File: config.mk
export PLATFORM = sky130hd
export DESIGN_NAME = jstk_move_sequencer
export DESIGN_NICKNAME = d
export VERILOG_FILES = /design/src/rtl/jstk_pkg.sv /design/src/rtl/sample_tick_gen.sv /design/src/rtl/jstk_move_sequencer.sv
export SDC_FILE = /design/constraint.sdc
export NUM_CORES = 1
export LEC_CHECK = 0
export BUFFER_PORTS_ARGS = -buffer_cell sky130_fd_sc_hd__buf_2
export CORE_ASPECT_RATIO = 0.5
export CORE_MARGIN = 4
export CORE_UTILIZATION = 40
export DETAILED_ROUTE_END_ITERATION = 16
export PLACE_DENSITY = 0.61
export SETUP_SLACK_MARGIN = 0.3
export SLEW_MARGIN = 30
export SYNTH_ARGS = -nofsm -noshare
export SYNTH_HDL_FRONTEND = slang
export SYNTH_SLANG_ARGS = --single-unit
File: constraint.sdc
create_clock -name clk -period 4.95 [get_ports clk]
set_input_delay 0.99 -clock clk [delete_from_list [all_inputs] [get_ports clk]]
set_output_delay 0.99 -clock clk [all_outputs]
set_load 0.1 [all_outputs]
File: src/rtl/jstk_pkg.sv
// Shared direction codes and sequencer state encodings for the joystick move path.
package jstk_pkg;
  localparam logic [2:0] DIR_UP    = 3'd0;
  localparam logic [2:0] DIR_DOWN  = 3'd1;
  localparam logic [2:0] DIR_RIGHT = 3'd2;
  localparam logic [2:0] DIR_LEFT  = 3'd3;
  localparam logic [2:0] DIR_NONE  = 3'd4;

  typedef enum logic [1:0] {
    IDLE = 2'd0,
    REQ  = 2'd1,
    HOLD = 2'd2
  } seqState_t;

  // Codes above DIR_NONE come from an unconnected/odd stick and count as neutral.
  function automatic logic [2:0] normDir(input logic [2:0] d);
    return (d > DIR_NONE) ? DIR_NONE : d;
  endfunction
endpackage

File: src/rtl/sample_tick_gen.sv
// Free-running divider producing a one-cycle tick every SAMPLE_DIV clocks.
module sample_tick_gen #(
  parameter int SAMPLE_DIV = 1000000
) (
  input  logic clk,
  input  logic rst,
  output logic tick
);
  localparam int CW = (SAMPLE_DIV > 2) ? $clog2(SAMPLE_DIV) : 1;
  localparam logic [CW-1:0] LAST = CW'(SAMPLE_DIV - 1);

  logic [CW-1:0] cnt;

  assign tick = (cnt == LAST);

  always_ff @(posedge clk or posedge rst) begin
    if (rst)       cnt <= '0;
    else if (tick) cnt <= '0;
    else           cnt <= cnt + 1'b1;
  end
endmodule

File: src/rtl/jstk_move_sequencer.sv
// Debounces joystick direction into single move requests with a req/ack handshake.
// Optional auto-repeat while a deflection is held: define JSTK_AUTO_REPEAT_EN.
module jstk_move_sequencer
  import jstk_pkg::*;
#(
  parameter int SAMPLE_DIV      = 1000000,
  parameter int STABLE_SAMPLES  = 3,
  parameter int NEUTRAL_SAMPLES = 2,
  parameter int REPEAT_SAMPLES  = 50
) (
  input  logic        clk,
  input  logic        rst,
  input  logic [2:0]  dir_in,
  input  logic        game_busy,
  input  logic        move_ack,
  output logic        move_req,
  output logic [1:0]  move_dir,
  output logic [15:0] moves_issued
);
  logic       tick;
  logic [2:0] cand;
  logic [2:0] dirNorm;
  logic [3:0] stableCnt;
  logic       qualified;
  logic       neutralOk;

  seqState_t  state, stateNext;
  logic       reqNext;
  logic [1:0] dirNext;
  logic       ackTaken;

  sample_tick_gen #(.SAMPLE_DIV(SAMPLE_DIV)) uTick (
    .clk  (clk),
    .rst  (rst),
    .tick (tick)
  );

  assign dirNorm = normDir(dir_in);

  always_ff @(posedge clk or posedge rst) begin
    if (rst) begin
      cand      <= DIR_NONE;
      stableCnt <= '0;
    end else if (tick) begin
      if (dirNorm == cand) begin
        if (stableCnt != 4'd15) stableCnt <= stableCnt + 4'd1;
      end else begin
        cand      <= dirNorm;
        stableCnt <= 4'd1;
      end
    end
  end

  assign qualified = (stableCnt >= 4'(STABLE_SAMPLES)) && (cand != DIR_NONE);
  assign neutralOk = (cand == DIR_NONE) && (stableCnt >= 4'(NEUTRAL_SAMPLES));

`ifdef JSTK_AUTO_REPEAT_EN
  localparam int RW = $clog2(REPEAT_SAMPLES + 1);
  logic [RW-1:0] repCnt;
  logic          repFire;

  assign repFire = (repCnt >= RW'(REPEAT_SAMPLES));

  // Held at zero outside HOLD, so every HOLD entry starts a fresh count.
  always_ff @(posedge clk or posedge rst) begin
    if (rst)                 repCnt <= '0;
    else if (state != HOLD)  repCnt <= '0;
    else if (tick) begin
      if (cand == {1'b0, move_dir}) begin
        if (!repFire) repCnt <= repCnt + 1'b1;
      end else begin
        repCnt <= '0;
      end
    end
  end
`endif

  always_comb begin
    stateNext = state;
    reqNext   = move_req;
    dirNext   = move_dir;
    ackTaken  = 1'b0;
    case (state)
      IDLE: begin
        if (qualified && !game_busy) begin
          dirNext   = cand[1:0];
          reqNext   = 1'b1;
          stateNext = REQ;
        end
      end
      REQ: begin
        if (move_ack) begin
          reqNext   = 1'b0;
          ackTaken  = 1'b1;
          stateNext = HOLD;
        end
      end
      HOLD: begin
        if (neutralOk) begin
          stateNext = IDLE;
        end
`ifdef JSTK_AUTO_REPEAT_EN
        else if (repFire && !game_busy) begin
          reqNext   = 1'b1;
          stateNext = REQ;
        end
`endif
      end
      default: begin
        stateNext = IDLE;
        reqNext   = 1'b0;
      end
    endcase
  end

  always_ff @(posedge clk or posedge rst) begin
    if (rst) begin
      state        <= IDLE;
      move_req     <= 1'b0;
      move_dir     <= 2'd0;
      moves_issued <= 16'd0;
    end else begin
      state    <= stateNext;
      move_req <= reqNext;
      move_dir <= dirNext;
      if (ackTaken) moves_issued <= moves_issued + 16'd1;
    end
  end
endmodule

[After elaboration in Yosys (flattened, before gate mapping)]
Index checks and enable logic that the tools add are counted.
Word-level totals
  input port bits: 7
  word-level logic and storage cells: 49
  flip-flop bits (word level): 48
Operators by class
  add/subtract/negate cells: 3
  muxes and demuxes: 13
  $lt $le $gt $ge: 3
  equality and inequality tests: 11
  bitwise operators: 2
  reductions and logical operators: 10
Operator list (number)
  $add 20x1->20 const B: 1
  $eq 20x20->1 const B: 1
  $mux 20: 1
  $add 16x1->16 const B: 1
  $ge 4x2->1 const B: 2
  $mux 4: 2
  $mux 2: 3
  $ne 2x2->1 const B: 3
  $pmux 2 s3: 1
  $reduce_and 2->1: 3
  $reduce_and 3->1: 2
  $add 4x1->4 const B: 1
  $mux 1: 4
  $ne 4x4->1 const B: 1
  $eq 3x3->1: 1
  $eq 3x3->1 const B: 1
  $gt 3x3->1 const B: 1
  $logic_and 1x1->1: 3
  $mux 3: 1
  $ne 3x3->1 const B: 1
  $pmux 1 s3: 1
  $eq 2x1->1 const B: 1
  $eq 2x2->1 const B: 1
  $logic_not 2->1: 1
  3 further kinds: 4

[Depth between registers and ports, before layout]
  depth after elaboration: 5
  gate-level depth with buffers: 6
  gate-level depth less buffers: 5

[Cells and area by module]
From an unflattened synthesis, not the netlist that was laid out.
Unflattened totals
  cell total of the unflattened synthesis: 216
  area total of the unflattened synthesis: 2331.0 um2
By module, submodules not included
  jstk_move_sequencer: cells each 120, times used 1, area an instance 1358.8 um2
  sample_tick_gen: cells each 96, times used 1, area an instance 972.2 um2

[Worst setup path before layout]
OpenSTA, ideal clock, no wires.
  path type: reg-to-reg
  from: reg moves_issued[0]
  to: reg moves_issued[12]
  required time: 4.791 ns
  cell stages (with the launch flop): 6
  slack: 2.781 ns
  clock period less this slack: 2.169 ns
  arrival time: 2.010 ns
  cells stage by stage: dfrtp_1 ha_1 inv_1 nor3_1 nand4_1 xnor2_1
Between the ends
  longest elaborated chain between the ends: 1
RTL lines
  start: declaration: line jstk_move_sequencer.sv:18  | output logic [15:0] moves_issued
  start signal: assignment: line jstk_move_sequencer.sv:126  | if (ackTaken) moves_issued <= moves_issued + 16'd1;
  $add 16x1->16: line jstk_move_sequencer.sv:126
No other way between the ends.
A chain may end at the register's enable or synchronous reset.

[Worst setup path after layout]
  from: reg moves_issued[8]
  to: out moves_issued[8]
No word-level cell between the ends.

==> results.json <==
{
  "power_density_nw_per_um2": 279.6,
  "ys_ff_latch": 48,
  "track_usage_pct": 13.04,
  "path_buf_inv": 1,
  "cts-buffers-inserted": 5,
  "power.leakage_nw": 1.278,
  "avgSynthCellArea_um2": 11.25,
  "yosys_warnings": 0,
  "dieWidth_um": 115.9,
  "num-nets-final": 248,
  "setup-violations-final": 0,
  "cp_slowest_cell": "buf_2",
  "gp_congestion": 0.7458,
  "overflow": 0,
  "clk_latency_ns": 0.28,
  "n_antenna_cell": 0,
  "ys_seq_area_share_pct": 51.64,
  "clkTransAtPathRegs_ns": 0.07,
  "worst_pin_slew_ns": 0.5794,
  "fill_cells": 525,
  "path_class": "reg2out",
  "cp_data_required_time_ns": 3.96,
  "drive_above_1_share_pct": 19.75,
  "ios": 26,
  "core_um2": 5563,
  "drt-total-wl_um": 4238,
  "cts_tree": "built",
  "holdWs_ns": 0.4617,
  "rsz0062_at_grt": "false",
  "yosysUniqueCellTypes": 44,
  "wl_per_cell_um": 13.63,
  "grt_pass1_wl_um": 7410,
  "die_area_um2": 7180,
  "dpl.hpwl_um": 2984,
  "grt_max_degree": 49,
  "crit_chain": "buf_2",
  "first_iter_violations": 88,
  "crit_family": "buffers and inverters",
  "drv_slew": 0,
  "vias": 1626,
  "drc_errors": 0,
  "max-clock-path-buffers": 2,
  "antenna_found_initial": 0,
  "synthCells": 207,
  "cts_resized": 0,
  "fmax_mhz": 453.4,
  "synthesis.area_um2": 2328,
  "syn_nets": 218,
  "min_from": "uTick.cnt[18]",
  "ir_drop_uv": 118.8,
  "hold_viol": 0,
  "first_pass_iters": 4,
  "worstReg2RegStart": "uTick.cnt[0]",
  "num_rows": 19,
  "ant_nets": 0,
  "crit_fanout": 6,
  "synthFlopType": "dfrtp_1",
  "timing.final.crit_share_pct": 44.56,
  "synth_edf_count": 0,
  "hold_buffers": 0,
  "outcome": "completed",
  "startpoint": "moves_issued[8]",
  "multi_input_area_um2": 1097,
  "cts_root_buf": "clkbuf_16",
  "die_y_um": 61.95,
  "critPathLaunchType": "flop",
  "max_stage_delay_ns": 0.47,
  "viasPerCell": 5.228,
  "cts_setup_buffers": 0,
  "io_buffers": 25,
  "worstSetupEndpointType": "output pin",
  "timing.setup.tns_ns": 0,
  "slew_headroom_pct": 61.37,
  "period_minus_slack_ns": 2.206,
  "grt_pass1_vias": 1626,
  "area_delta_synth_final_pct": 15.15,
  "dpl_cell_area_um2": 2537,
  "ff_latch_area_um2": 1202,
  "fin_util_pct": 48.20,
  "hp-class": "reg2reg",
  "arrival_ns": 1.22,
  "final_cell_area_um2": 2681,
  "cts_num_sinks": 48,
  "start_util_pct": 41.86,
  "maxCapViolations": 0,
  "finClkSkew_ns": 0.005185,
  "async_reset_ff_share_pct": 100.0,
  "ctsHtreeMaxLevel": 2
}
==> power by group <==
| group | internal (mW) | switching [mW] | leakage [nW] |
|---|---|---|---|
| Clock | 0.186 | 0.144 | 0.0736 |
| Sequential | 0.395 | 0.00225 | 0.642 |
| Combinational | 0.00670 | 0.0160 | 0.562 |
==> cells by family after synthesis <==
| kind of cell | synth area share (%) |
|---|---|
| DFF | 51.64 |
| xor gates and xnor gates | 11.66 |
| buffers and inverters | 1.236 |
| AOI/OAI and AO/OA | 5.105 |
| adders and majority gates | 2.149 |
| and+or+nand+nor | 24.93 |
| muxes | 3.278 |
==> final cells by class <==
cell class / instances / share of cell area, %
clock inverters: 3 / 0.7000
multi-input cells: 152 / 40.92
well taps: 73 / 3.406
clock buffers: 5 / 4.666
inverters: 5 / 0.7933
flip-flops and latches: 48 / 44.84
repair buffers: 25 / 4.666
==> sequential cells by signal, indices dropped and copies added, names as in the netlist <==
| signal | flops |
|---|---|
| moves_issued | 16 |
| cand | 3 |
| uTick.cnt | 20 |
| move_dir | 2 |
| stableCnt | 4 |
| move_req | 1 |
| state | 2 |
==> cell usage in the layout (no fill, tap or decap), drive strengths merged <==
| master | instances |
|---|---|
| a211o | 1 |
| a211oi | 1 |
| a21o | 1 |
| a21oi | 2 |
| a22o | 1 |
| a2bb2oi | 2 |
| a32o | 1 |
| and2 | 4 |
| and3 | 11 |
| and3b | 1 |
| and4 | 2 |
| buf | 25 |
| clkbuf | 5 |
| clkinv | 3 |
| dfrtp | 47 |
| dfstp | 1 |
| ha | 4 |
| inv | 5 |
| mux2 | 5 |
| mux2i | 2 |
| nand2 | 16 |
| nand3 | 14 |
| nand3b | 2 |
| nand4 | 9 |
| nand4b | 2 |
| nor2 | 13 |
| nor2b | 3 |
| nor3 | 6 |
| nor3b | 3 |
| nor4 | 2 |
| nor4b | 2 |
| o21ai | 5 |
| o22ai | 1 |
| o2bb2ai | 1 |
| o41ai | 1 |
| or2 | 1 |
| or3 | 2 |
| xnor2 | 18 |
| xor2 | 13 |
==> routing by layer <==
layer	vias up	global-route usage, %	part of all wire, %
met4	0	2.975	0
li1	797	-	-
met2	26	22.81	48
met1	803	16.89	48
met5	-	0	0
met3	0	3.095	4.2
==> worst register-to-register path, cell delays in order (launching register included) <==
cell	delay, ns
dfrtp_1	0.39
ha_1	0.20
and3_1	0.36
nand4_2	0.26
a211oi_1	0.43
a2bb2oi_1	0.22
==> synth_stat cells (2+ instances only) <==
cell type / count / share of area, %
nor2_1: 12 / 1.9
nand4_1: 8 / 2.1
nor4b_4: 2 / 2.0
xnor2_1: 18 / 6.8
and4_1: 2 / 0.75
a21oi_1: 2 / 0.43
nand2_1: 15 / 2.4
buf_2: 2 / 0.43
nor2b_1: 3 / 0.81
nor3b_1: 2 / 0.64
nand3_1: 13 / 2.8
a2bb2oi_1: 2 / 0.75
or3_1: 2 / 0.54
mux2i_1: 2 / 0.86
nand4b_1: 2 / 0.75
mux2_1: 3 / 1.5
dfrtp_1: 47 / 51
xor2_1: 13 / 4.9
and3_1: 11 / 3.0
nand3b_1: 2 / 0.64
mux2_2: 2 / 0.97
ha_1: 4 / 2.1
o21ai_0: 5 / 1.1
nor3_1: 6 / 1.3
inv_1: 5 / 0.81
and2_1: 4 / 1.1
==> stage by stage <==
stage	total power [mW]	setup slack, ns	cells
after floorplan	0.4197	2.781	207
after global placement	0.4268	2.632	303
after detailed placement	0.4281	2.606	303
after CTS	0.7592	2.747	311
after global routing	0.7777	2.689	311
final	0.7497	2.744	311
==> path summary, 6_finish.rpt <==
path	end	slack, ns	cells past startpoint
worst min-delay path	uTick.cnt[18]	0.46	1
worst max register to register	stableCnt[0]	3.01	5
max in group asynchronous	move_dir[1]	3.78	2
worst max-delay path	moves_issued[8]	2.74	1
min in group asynchronous	uTick.cnt[7]	0.78	2
worst min register to register	uTick.cnt[18]	0.46	1
Note: power is estimated with default switching activity, not from simulation.
